### src/rtl/usb_rx_pkt_ctrl_pkg.sv
// Shared types, constants and the token CRC5 helper for the USB full-speed
// receive packet controller.
package usb_rx_pkg;

  typedef enum logic [3:0] {
    PID_OUT   = 4'b0001,
    PID_IN    = 4'b1001,
    PID_SETUP = 4'b1101,
    PID_DATA0 = 4'b0011,
    PID_DATA1 = 4'b1011,
    PID_ACK   = 4'b0010,
    PID_NAK   = 4'b1010,
    PID_STALL = 4'b1110
  } pid_t;

  typedef enum logic [2:0] {
    ERR_NONE      = 3'd0,
    ERR_SYNC      = 3'd1,
    ERR_PID       = 3'd2,
    ERR_CRC       = 3'd3,
    ERR_LEN       = 3'd4,
    ERR_OVF       = 3'd5,
    ERR_ADDR      = 3'd6,
    ERR_EOP_EARLY = 3'd7
  } rx_err_t;

  typedef enum logic [3:0] {
    ST_IDLE, ST_SYNC, ST_PID, ST_TOKEN, ST_HSHAKE,
    ST_DATA, ST_CHECK, ST_ERROR, ST_EOP_LOW
  } rx_state_t;

  typedef enum logic [1:0] {
    KIND_NONE, KIND_TOKEN, KIND_DATA, KIND_HSHAKE
  } pkt_kind_t;

  localparam logic [7:0]  SYNC_BYTE     = 8'h80;
  localparam logic [4:0]  CRC5_POLY     = 5'h05;
  localparam logic [4:0]  CRC5_RESIDUE  = 5'h0C;
  localparam logic [15:0] CRC16_POLY    = 16'h8005;
  localparam logic [15:0] CRC16_RESIDUE = 16'h800D;

  function automatic pkt_kind_t pid_kind(input logic [3:0] code);
    case (code)
      PID_OUT, PID_IN, PID_SETUP:  return KIND_TOKEN;
      PID_DATA0, PID_DATA1:        return KIND_DATA;
      PID_ACK, PID_NAK, PID_STALL: return KIND_HSHAKE;
      default:                     return KIND_NONE;
    endcase
  endfunction

  // Runs the whole token body, CRC field included; a clean token leaves CRC5_RESIDUE.
  function automatic logic [4:0] crc5_16b(input logic [15:0] bits);
    logic [4:0] crc;
    crc = 5'h1F;
    for (int i = 0; i < 16; i++) begin
      if (crc[4] ^ bits[i]) crc = {crc[3:0], 1'b0} ^ CRC5_POLY;
      else                  crc = {crc[3:0], 1'b0};
    end
    return crc;
  endfunction

endpackage

### src/rtl/usb_rx_pkt_ctrl_if.sv
// Byte-stream and RX FIFO signals of the receive packet controller.
// master = controller side, slave = receiver/FIFO side.
interface usb_rx_pkt_ctrl_if #(
  parameter int OCC_W = 7
);
  logic             d_edge;
  logic             eop;
  logic             byte_received;
  logic [7:0]       rcv_data;
  logic [OCC_W-1:0] buffer_occupancy;
  logic [7:0]       rx_packet_data;
  logic             store_rx_packet_data;
  logic             flush;

  modport master (
    input  d_edge, eop, byte_received, rcv_data, buffer_occupancy,
    output rx_packet_data, store_rx_packet_data, flush
  );

  modport slave (
    output d_edge, eop, byte_received, rcv_data, buffer_occupancy,
    input  rx_packet_data, store_rx_packet_data, flush
  );
endinterface

### src/rtl/usb_rx_pkt_ctrl_crc16.sv
// Combinational CRC16 step over one received byte, bit 0 first.
module usb_crc16_byte
  import usb_rx_pkg::*;
(
  input  logic [15:0] crc_in,
  input  logic [7:0]  data_in,
  output logic [15:0] crc_out
);

  logic [15:0] crc;

  always_comb begin
    crc = crc_in;
    for (int i = 0; i < 8; i++) begin
      if (crc[15] ^ data_in[i]) crc = {crc[14:0], 1'b0} ^ CRC16_POLY;
      else                      crc = {crc[14:0], 1'b0};
    end
    crc_out = crc;
  end

endmodule

### src/rtl/usb_rx_pkt_ctrl.sv
// USB full-speed RX packet controller: sync/PID/payload sequencing, CRC5/CRC16
// checks, token decode with address filter, payload hold-back and error typing.
module usb_rx_pkt_ctrl
  import usb_rx_pkg::*;
#(
  parameter int BUF_DEPTH = 64,
  parameter int OCC_W     = $clog2(BUF_DEPTH) + 1,
  parameter int MAX_DATA  = 64,
  parameter int CNT_W     = $clog2(MAX_DATA + 1),
  parameter bit CHECK_CRC = 1'b1
) (
  input  logic                clk,
  input  logic                rst,
  usb_rx_pkt_ctrl_if.master   bus,
  input  logic [6:0]          dev_addr,
  input  logic                addr_check_en,
  output logic                rx_transfer_active,
  output logic [3:0]          rx_packet,
  output logic [6:0]          rx_token_addr,
  output logic [3:0]          rx_token_endp,
  output logic [CNT_W-1:0]    rx_byte_count,
  output logic                rx_data_ready,
  output logic                rx_error,
  output logic [2:0]          rx_error_code
);

  rx_state_t   state;
  pkt_kind_t   kind;
  pkt_kind_t   pid_kind_w;
  rx_err_t     err_code;
  logic        err_hit;
  logic        pid_ok;
  logic        push_due;
  logic [1:0]  rx_cnt;
  logic [7:0]  tok0, tok1;
  logic [7:0]  hold0, hold1;
  logic [15:0] crc16_q, crc16_nxt;

  usb_crc16_byte u_crc16 (
    .crc_in  (crc16_q),
    .data_in (bus.rcv_data),
    .crc_out (crc16_nxt)
  );

  assign rx_transfer_active = (state != ST_IDLE);
  assign err_hit            = (err_code != ERR_NONE);

  // NOTE: every always_comb output gets a default first, so no path infers a latch.
  always_comb begin
    err_code   = ERR_NONE;
    pid_kind_w = pid_kind(bus.rcv_data[3:0]);
    pid_ok     = (bus.rcv_data[7:4] == ~bus.rcv_data[3:0]) && (pid_kind_w != KIND_NONE);
    push_due   = (state == ST_DATA) && bus.byte_received && (rx_cnt == 2'd2);
    case (state)
      ST_SYNC: begin
        if (bus.byte_received && bus.rcv_data != SYNC_BYTE) err_code = ERR_SYNC;
        else if (bus.eop)                                    err_code = ERR_EOP_EARLY;
      end
      ST_PID: begin
        if (bus.byte_received && !pid_ok)         err_code = ERR_PID;
        else if (bus.eop && !bus.byte_received)   err_code = ERR_EOP_EARLY;
      end
      ST_TOKEN: begin
        // eop is judged against the count including a byte arriving this cycle
        if (bus.byte_received && rx_cnt == 2'd2) err_code = ERR_LEN;
        else if (bus.eop && (rx_cnt == 2'd0 || (rx_cnt == 2'd1 && !bus.byte_received)))
          err_code = ERR_LEN;
      end
      ST_HSHAKE: begin
        if (bus.byte_received) err_code = ERR_LEN;
      end
      ST_DATA: begin
        if (push_due && (rx_byte_count == CNT_W'(MAX_DATA) ||
                         bus.buffer_occupancy >= OCC_W'(BUF_DEPTH)))
          err_code = ERR_OVF;
      end
      ST_CHECK: begin
        if (kind != KIND_HSHAKE && rx_cnt != 2'd2)
          err_code = ERR_LEN;
        else if (CHECK_CRC && kind == KIND_DATA && crc16_q != CRC16_RESIDUE)
          err_code = ERR_CRC;
        else if (CHECK_CRC && kind == KIND_TOKEN && crc5_16b({tok1, tok0}) != CRC5_RESIDUE)
          err_code = ERR_CRC;
        else if (kind == KIND_TOKEN && addr_check_en && tok0[6:0] != dev_addr)
          err_code = ERR_ADDR;
      end
      default: ;
    endcase
  end

  // NOTE: non-blocking assignments only; every register samples pre-edge values.
  always_ff @(posedge clk) begin
    if (rst) begin
      state                    <= ST_IDLE;
      kind                     <= KIND_NONE;
      rx_cnt                   <= '0;
      tok0                     <= '0;
      tok1                     <= '0;
      hold0                    <= '0;
      hold1                    <= '0;
      crc16_q                  <= '0;
      rx_packet                <= '0;
      rx_token_addr            <= '0;
      rx_token_endp            <= '0;
      rx_byte_count            <= '0;
      rx_data_ready            <= 1'b0;
      rx_error                 <= 1'b0;
      rx_error_code            <= ERR_NONE;
      bus.rx_packet_data       <= '0;
      bus.store_rx_packet_data <= 1'b0;
      bus.flush                <= 1'b0;
    end else begin
      bus.store_rx_packet_data <= 1'b0;
      bus.flush                <= 1'b0;
      rx_data_ready            <= 1'b0;
      if (err_hit) begin
        bus.flush     <= 1'b1;
        rx_error      <= 1'b1;
        rx_error_code <= err_code;
        state         <= bus.eop ? ST_EOP_LOW : ST_ERROR;
      end else begin
        case (state)
          ST_IDLE: if (bus.d_edge) state <= ST_SYNC;
          ST_SYNC: begin
            if (bus.byte_received) begin
              state         <= ST_PID;
              rx_error      <= 1'b0;
              rx_error_code <= ERR_NONE;
            end
          end
          ST_PID: begin
            if (bus.byte_received) begin
              rx_packet <= bus.rcv_data[3:0];
              kind      <= pid_kind_w;
              rx_cnt    <= '0;
              if (pid_kind_w == KIND_DATA) begin
                bus.flush     <= 1'b1;
                rx_byte_count <= '0;
                crc16_q       <= 16'hFFFF;
              end
              if (bus.eop)                       state <= ST_CHECK;
              else if (pid_kind_w == KIND_TOKEN) state <= ST_TOKEN;
              else if (pid_kind_w == KIND_DATA)  state <= ST_DATA;
              else                               state <= ST_HSHAKE;
            end
          end
          ST_TOKEN: begin
            if (bus.byte_received) begin
              if (rx_cnt == 2'd0) tok0 <= bus.rcv_data;
              else                tok1 <= bus.rcv_data;
              rx_cnt <= rx_cnt + 2'd1;
            end
            if (bus.eop) state <= ST_CHECK;
          end
          ST_HSHAKE: if (bus.eop) state <= ST_CHECK;
          ST_DATA: begin
            // The newest two bytes are held back; at eop they are the CRC16.
            if (bus.byte_received) begin
              crc16_q <= crc16_nxt;
              hold0   <= hold1;
              hold1   <= bus.rcv_data;
              if (rx_cnt == 2'd2) begin
                bus.store_rx_packet_data <= 1'b1;
                bus.rx_packet_data       <= hold0;
                rx_byte_count            <= rx_byte_count + CNT_W'(1);
              end else begin
                rx_cnt <= rx_cnt + 2'd1;
              end
            end
            if (bus.eop) state <= ST_CHECK;
          end
          ST_CHECK: begin
            rx_data_ready <= 1'b1;
            if (kind == KIND_TOKEN) begin
              rx_token_addr <= tok0[6:0];
              rx_token_endp <= {tok1[2:0], tok0[7]};
            end
            state <= ST_EOP_LOW;
          end
          ST_ERROR:   if (bus.eop)  state <= ST_EOP_LOW;
          ST_EOP_LOW: if (!bus.eop) state <= ST_IDLE;
          default:    state <= ST_IDLE;
        endcase
      end
    end
  end

endmodule

### src/flat_wrapper.sv
// flat-port wrapper written by rule: the top's interface ports become plain ports
module usb_rx_pkt_ctrl_flat import usb_rx_pkg::*;
#(
  parameter int BUF_DEPTH = 64,
  parameter int OCC_W     = $clog2(BUF_DEPTH) + 1,
  parameter int MAX_DATA  = 64,
  parameter int CNT_W     = $clog2(MAX_DATA + 1),
  parameter bit CHECK_CRC = 1'b1
)
  (clk, rst, dev_addr, addr_check_en, rx_transfer_active, rx_packet, rx_token_addr, rx_token_endp, rx_byte_count, rx_data_ready, rx_error, rx_error_code, bus_d_edge, bus_eop, bus_byte_received, bus_rcv_data, bus_buffer_occupancy, bus_rx_packet_data, bus_store_rx_packet_data, bus_flush);
  usb_rx_pkt_ctrl_if #(.OCC_W(OCC_W)) bus_i ();
  input  logic clk;
  input  logic rst;
  input  logic [6:0] dev_addr;
  input  logic addr_check_en;
  output logic rx_transfer_active;
  output logic [3:0] rx_packet;
  output logic [6:0] rx_token_addr;
  output logic [3:0] rx_token_endp;
  output logic [CNT_W-1:0] rx_byte_count;
  output logic rx_data_ready;
  output logic rx_error;
  output logic [2:0] rx_error_code;
  input wire logic [$bits(bus_i.d_edge)-1:0] bus_d_edge;
  input wire logic [$bits(bus_i.eop)-1:0] bus_eop;
  input wire logic [$bits(bus_i.byte_received)-1:0] bus_byte_received;
  input wire logic [$bits(bus_i.rcv_data)-1:0] bus_rcv_data;
  input wire logic [$bits(bus_i.buffer_occupancy)-1:0] bus_buffer_occupancy;
  output wire logic [$bits(bus_i.rx_packet_data)-1:0] bus_rx_packet_data;
  output wire logic [$bits(bus_i.store_rx_packet_data)-1:0] bus_store_rx_packet_data;
  output wire logic [$bits(bus_i.flush)-1:0] bus_flush;
  assign bus_i.d_edge = bus_d_edge;
  assign bus_i.eop = bus_eop;
  assign bus_i.byte_received = bus_byte_received;
  assign bus_i.rcv_data = bus_rcv_data;
  assign bus_i.buffer_occupancy = bus_buffer_occupancy;
  assign bus_rx_packet_data = bus_i.rx_packet_data;
  assign bus_store_rx_packet_data = bus_i.store_rx_packet_data;
  assign bus_flush = bus_i.flush;
  usb_rx_pkt_ctrl #(.BUF_DEPTH(BUF_DEPTH), .OCC_W(OCC_W), .MAX_DATA(MAX_DATA), .CNT_W(CNT_W), .CHECK_CRC(CHECK_CRC)) u_core (.clk(clk), .rst(rst), .bus(bus_i), .dev_addr(dev_addr), .addr_check_en(addr_check_en), .rx_transfer_active(rx_transfer_active), .rx_packet(rx_packet), .rx_token_addr(rx_token_addr), .rx_token_endp(rx_token_endp), .rx_byte_count(rx_byte_count), .rx_data_ready(rx_data_ready), .rx_error(rx_error), .rx_error_code(rx_error_code));
endmodule
### config.mk
export PLATFORM = sky130hd
export DESIGN_NAME = usb_rx_pkt_ctrl_flat
export DESIGN_NICKNAME = d
export VERILOG_FILES = /design/src/rtl/usb_rx_pkt_ctrl_pkg.sv /design/src/rtl/usb_rx_pkt_ctrl_if.sv /design/src/rtl/usb_rx_pkt_ctrl_crc16.sv /design/src/rtl/usb_rx_pkt_ctrl.sv /design/src/flat_wrapper.sv
export SDC_FILE = /design/constraint.sdc
export NUM_CORES = 1
export LEC_CHECK = 0
export CAP_MARGIN = 20
export CORE_UTILIZATION = 35
export CTS_CLUSTER_DIAMETER = 50
export CTS_CLUSTER_SIZE = 14
export DETAILED_ROUTE_END_ITERATION = 10
export PLACE_DENSITY = 0.55
export SLEW_MARGIN = 20
export SYNTH_ARGS = -nofsm -noshare
export SYNTH_HDL_FRONTEND = slang
export SYNTH_SLANG_ARGS = --single-unit
export TNS_END_PERCENT = 20
### constraint.sdc
create_clock -name clk -period 2.75 [get_ports clk]
set_input_delay 0.275 -clock clk [delete_from_list [all_inputs] [get_ports clk]]
set_output_delay 0.275 -clock clk [all_outputs]
set_load 0.005 [all_outputs]
==> impl_metrics.ini, run 1 <==
[worst_setup_path]
critPathMaxFanout = 5
cp.required_ns = 3.00
worst_setup_path_end_kind = flop
startpoint_type = flop
critPathKind = reg2reg
worstPathArrival_ns = 3.04

[yosys]
yosysTopAreaCell = dfxtp_1
synth_area_mm2 = 0.004917
yosys_register_bits = 93
yosysMostFrequentCell = dfxtp_1
yosys_warnings = 0
avgSynthCellArea_um2 = 8.688
synth-edff-count = 0
seq_area_frac_synth = 0.3786
synth.area.top_cells = dfxtp_1, mux2i_1, xnor2_1
yosysTopAreaCellShare = 0.3786
synthArstFlopShare = 0
synthCells = 566
synth_cell_types = 61
synth_fp_nets = 604
ys.flop_type = dfxtp_1
synth_top_cells_by_count = dfxtp_1, nor2_1, a21oi_1

[route]
wirelength_mm = 13.38
routed_via_density = 5.104
wire_per_inst_um = 15.63
drt_pass1_iterations = 4
first_iter_violations = 192
ant_nets = 0
drcViolationCount = 0
vias = 4369

[pwr]
power_leakage_nw = 2.536
peakVddDrop_v = 0.0003318
p_total_mw = 4.271
p_per_area_mw_per_mm2 = 647.8

[cells_and_area]
fin_cells = 856
finalNetCount = 713
stdcell_area_mm2 = 0.006594
multi_input_area_mm2 = 0.002909
fin_util = 0.4901
area_growth_pct = 34.10
seq_area_mm2 = 0.001869
diodes = 0
drive_gt1_frac = 0.1838
fill_cells = 1298

[job]
cap_violations = 0

[run_status]
status = finished with violations
violations = setup timing

[placement]
place_congestion = 0.9382
place_area_mm2 = 0.006157
place_inst = 832
io_buffer_count = 59
dp_slack_ns = -0.2051
dp_hpwl_mm = 9.615

[timing]
tightest_slew_ns = 0.7094
fmax_mhz = 358.8
drv_slew = 0
fin_ws_ns = -0.03696
final_hold_viol_count = 0
fin_setup_tns_ns = -0.05575
period_share = 1.013
setup_viol = 2
max_slew_margin = 0.5271
fin_crit_ns = 2.787
rsz0062_at_grt = yes
fin_skew_ns = 0.009429
holdWs_ns = 0.4531

[global_routing]
grt_max_degree = 62
first_global_vias = 4315
grt-ovfl-total = 0
antenna_found_initial = 0
grt_usage = 0.1906
grt_first_pass_wirelength_mm = 21.51

[die]
ioPinCount = 66
num_rows = 42
die_w_um = 120.5
initial_core_util = 0.3655
die_h_um = 120.5
core_area_mm2 = 0.01345
fp.dieArea_mm2 = 0.01453

[clocking]
tritoncts = done
postCtsHoldBufs = 0
cts_root_buffer = clkbuf_16
cts.sinks = 93
htreeDepth = 3
clk_pin_slew_ns = 0.07
insertion_delay_ns = 0.36
clk_path_buf_depth = 2
cts_made_buffers = 9

[min_path]
hold_path_class = reg2reg
==> critical path, cell delays in order (launching register included) <==
cell and delay [ns]:
dfxtp_1 0.45, xor2_2 0.20, xnor2_2 0.11, xor2_1 0.17, or3_4 0.38, a2111o_1 0.43, buf_4 0.17, a2111o_1 0.45
mux2_4 0.32
==> where the power goes <==
part	switching (mW)	internal, mW	total [mW]
sequential	0.117	1.44	1.55
clock	0.591	0.635	1.23
combinational	0.732	0.758	1.49
total	1.44	2.83	4.27
==> registers in the layout, summed over array words and instances, names as in the netlist <==
register and cells:
u_core.rx_error_code 3, u_core.kind 2, u_core.rx_byte_count 7, u_core.rx_token_endp 4, u_core.hold0 8, u_core.tok1 8
u_core.tok0 8, u_core.rx_token_addr 7, u_core.bus.flush 1, u_core.state 4, u_core.rx_data_ready 1, u_core.bus.store_rx_packet_data 1
u_core.rx_cnt 2, u_core.rx_error 1, u_core.hold1 8, u_core.bus.rx_packet_data 8, u_core.crc16_q 16, u_core.rx_packet 4
==> metal layers <==
metal | track usage | wire [µm] | up-vias
li1 | - | - | 2173
met1 | 0.2480 | 6213 | 2081
met2 | 0.3111 | 6242 | 96
met3 | 0.03019 | 669 | 19
met4 | 0.08333 | 252 | 0
met5 | 0 | 0 | -
==> cell families (layout without fill, tap and decap cells) <==
group / after synthesis / after routing / synth area share
AO/OA/AOI/OAI: 97 / 97 / 0.1346
XOR/XNOR: 57 / 57 / 0.1102
adder cells (fa/ha/maj): 10 / 10 / 0.02545
buffers and inverters: 53 / 167 / 0.04351
flip-flops: 93 / 93 / 0.3786
multiplexers: 42 / 42 / 0.08651
AND/OR/NAND/NOR: 214 / 214 / 0.2211
==> what timing repair did <==
action / 4_1_cts / 5_1_grt
setup buffers: 5 / 3
resized for setup: 13 / 5
pin swaps: 4 / 0
endpoints found under the setup margin: 19 / 15
gates cloned: 1 / 0
==> area by class of cell <==
type                    instances  share of cell area
well taps                     176             0.03340
clock buffers                   9             0.03416
multi-input cells             420              0.4412
flip-flops and latches         93              0.2835
inverters                      16            0.009108
repair buffers                135              0.1880
clock inverters                 7             0.01063
==> cell usage in the layout, fill, tap and decap left out, drive strengths merged, types with 3 or more instances in the layout <==
cell / count
mux2i: 41
nor4: 5
nor2: 63
dfxtp: 93
or2: 6
buf: 76
nand3: 10
nor3: 17
inv: 18
nor2b: 3
nand2: 46
xor2: 17
ha: 10
xnor2: 38
and3: 5
a211oi: 11
nand4: 8
o21ai: 6
clkbuf: 10
a21oi: 50
clkinv: 4
or3: 4
a211o: 3
clkdlybuf4s50: 58
nand2b: 27
nor4b: 5
==> worst paths after layout <==
check                                                  start                      endpoint  slack (ns)  depth (start not counted)
worst max-delay path             u_core.tok0[1]$_SDFFE_PP0P_  u_core.state[3]$_SDFFE_PP0P_       -0.04                          8
worst min-delay path            u_core.hold1[7]$_SDFFE_PP0P_  u_core.hold0[7]$_SDFFE_PP0P_        0.45                          2
worst max register to register   u_core.tok0[1]$_SDFFE_PP0P_  u_core.state[3]$_SDFFE_PP0P_       -0.04                          8
worst min register to register  u_core.hold1[7]$_SDFFE_PP0P_  u_core.hold0[7]$_SDFFE_PP0P_        0.45                          2
Note: power is estimated with default switching activity, not from simulation.
==> run 2, diff against run 1 <==
CELL_PAD_IN_SITES_DETAIL_PLACEMENT = 1   (was unset)
CELL_PAD_IN_SITES_GLOBAL_PLACEMENT = 1   (was unset)
CORE_MARGIN = 4   (was unset)
PLACE_DENSITY = 0.7   (was 0.55)
==> run 2 against run 1 <==
Effect of this change: the run still ends with setup timing left; clock skew up 0.0057 ns; combinational power increased by 3%; flip-flop and latch count unchanged; critical endpoint is now u_core.rx_token_endp[3]$_SDFFE_PP0P_; largest cell class unchanged.
==> impl_metrics.ini, run 2 (synthesis gave the netlist of run 1 again) <==
[run_status]
status = finished with violations
violations = setup timing

[cells_and_area]
fill_cells = 1623
layout_common_cells = dfxtp_1, buf_4, nor2_1
multi_input_area_mm2 = 0.002928
regMostFlops = u_core.crc16_q
seq_area_mm2 = 0.001871
diodes = 0
fin_util = 0.4810
final_common_cell = dfxtp_1
stdcell_area_mm2 = 0.006650
drive_gt1_frac = 0.1906
area_growth_pct = 35.24
largest_register_ffs = 16
finalNetCount = 715

[timing]
final_hold_viol_count = 0
drv_slew = 0
rsz0062_at_grt = yes
period_share = 1.017
holdWs_ns = 0.4215
fin_skew_ns = 0.01508
max_slew_margin = 0.6067
fin_ws_ns = -0.04715
setup_viol = 4
fin_crit_ns = 2.797
tightest_slew_ns = 0.5900
fmax_mhz = 357.5

[global_routing]
grt-ovfl-total = 0
grt_max_degree = 50
antenna_found_initial = 0
first_global_vias = 4743
grt_usage = 0.1837
grt_first_pass_wirelength_mm = 23.92

[clocking]
cts.sinks = 93
cts_made_buffers = 9
insertion_delay_ns = 0.36
htreeDepth = 3
tritoncts = done
postCtsHoldBufs = 0
cts_root_buffer = clkbuf_16
clk_path_buf_depth = 2
clk_pin_slew_ns = 0.08

[pwr]
power.switching_mw = 1.443
pwr-share-clk = 0.299
seqPwrFrac = 0.352
combPwrFrac = 0.350
peakVddDrop_v = 0.0003708
power.internal_mw = 2.920
swShare = 0.3307
p_per_area_mw_per_mm2 = 656.2
power_leakage_nw = 2.557

[die]
ioPinCount = 66
core_area_mm2 = 0.01383
num_rows = 43
fp.dieArea_mm2 = 0.01601
die_w_um = 126.5
initial_core_util = 0.3556
die_h_um = 126.5

[worst_setup_path]
rrSetupSlack_ns = -0.05
worst_setup_path_end_kind = flop
worstPathArrival_ns = 3.06
critPathKind = reg2reg
cp.required_ns = 3.01
critPathMaxFanout = 6
startpoint_type = flop

[job]
cap_violations = 0

[placement]
place_area_mm2 = 0.006180
place_congestion = 0.8926
dp_hpwl_mm = 10.78
io_buffer_count = 59
dp_slack_ns = -0.2463

[route]
vias = 4477
wire_per_inst_um = 17.32
ant_nets = 0
drcViolationCount = 0
routed_via_density = 5.194
drt_pass1_iterations = 4
first_iter_violations = 321
wirelength_mm = 14.93

[min_path]
hold_path_class = in2reg
==> run 2: cell types whose count changed in the layout (fill, tap and decap cells not counted), sizes merged <==
cell | previous run | this run
clkinvlp | 1 | 0
bufinv | 0 | 1
buf | 76 | 78
inv | 18 | 19
clkinv | 4 | 1
clkbuf | 10 | 12
==> run 2: worst paths after layout <==
check	startpoint	endpoint	depth (start not counted)
setup reg to reg	u_core.tok0[3]$_SDFFE_PP0P_	u_core.rx_token_endp[3]$_SDFFE_PP0P_	10
hold / removal	rst	u_core.rx_packet[2]$_SDFFE_PP0P_	2
hold reg to reg	u_core.hold1[6]$_SDFFE_PP0P_	u_core.hold0[6]$_SDFFE_PP0P_	2
setup / recovery	u_core.tok0[3]$_SDFFE_PP0P_	u_core.rx_token_endp[3]$_SDFFE_PP0P_	10
==> run 2: metrics by stage <==
stage,std cells,TNS (ns),power [mW]
floorplan,566,-0.02139,2.408
global placement,840,-2.687,2.979
detailed placement,840,-6.628,3.040
CTS,858,-0.07022,4.373
global route,862,-1.485,4.603
finish,862,-0.09110,4.364
==> run 2: repair_timing <==
item | 4_1_cts | 5_1_grt
buffers inserted | 2 | 3
endpoints found under the setup margin | 18 | 20
pin swaps | 1 | 2
gates resized for setup | 6 | 17
endpoints found under the hold margin | 0 | 0
cloned | 0 | 1
==> run 2: layer usage <==
metal	wire length (µm)	share of wire	vias to the layer above	track usage
met5	0	0	-	0
met4	135	0.0090	0	0.05615
met3	572	0.038	9	0.03326
met2	7342	0.49	84	0.3113
met1	6883	0.46	2191	0.2383
li1	-	-	2193	-
==> run 2: critical path, cell delays in order (launching register included) <==
cell and delay [ns]:
dfxtp_2 0.33, xnor3_2 0.45, xnor2_2 0.18, buf_4 0.14
mux2i_2 0.21, a32oi_2 0.10, a2111o_1 0.42, a2111oi_4 0.31
buf_4 0.19, buf_12 0.13, mux2i_1 0.22
==> run 2: area by class of cell <==
type,count,share of cell area
Multi-Input combinational cell,420,0.4403
Inverter,16,0.009031
Timing Repair Buffer,137,0.1893
Clock inverter,5,0.009784
Sequential cell,93,0.2813
Tap cell,180,0.03387
Clock buffer,11,0.03650
==> run 2: power by group through the flow <==
stage          registers [mW]  clock network, mW  logic, mW
2_1_floorplan            1.52                  0      0.891
3_3_place_gp             1.55                  0       1.43
3_5_place_dp             1.56                  0       1.48
4_1_cts                  1.53               1.34       1.50
5_1_grt                  1.55               1.40       1.66
6_report                 1.53               1.30       1.53
==> run 3, diff against run 2 <==
CTS_CLUSTER_DIAMETER = 100   (was 50)
==> results of run 3 <==
Same layout as run 2: the final DEF is identical, and so are final timing and power.
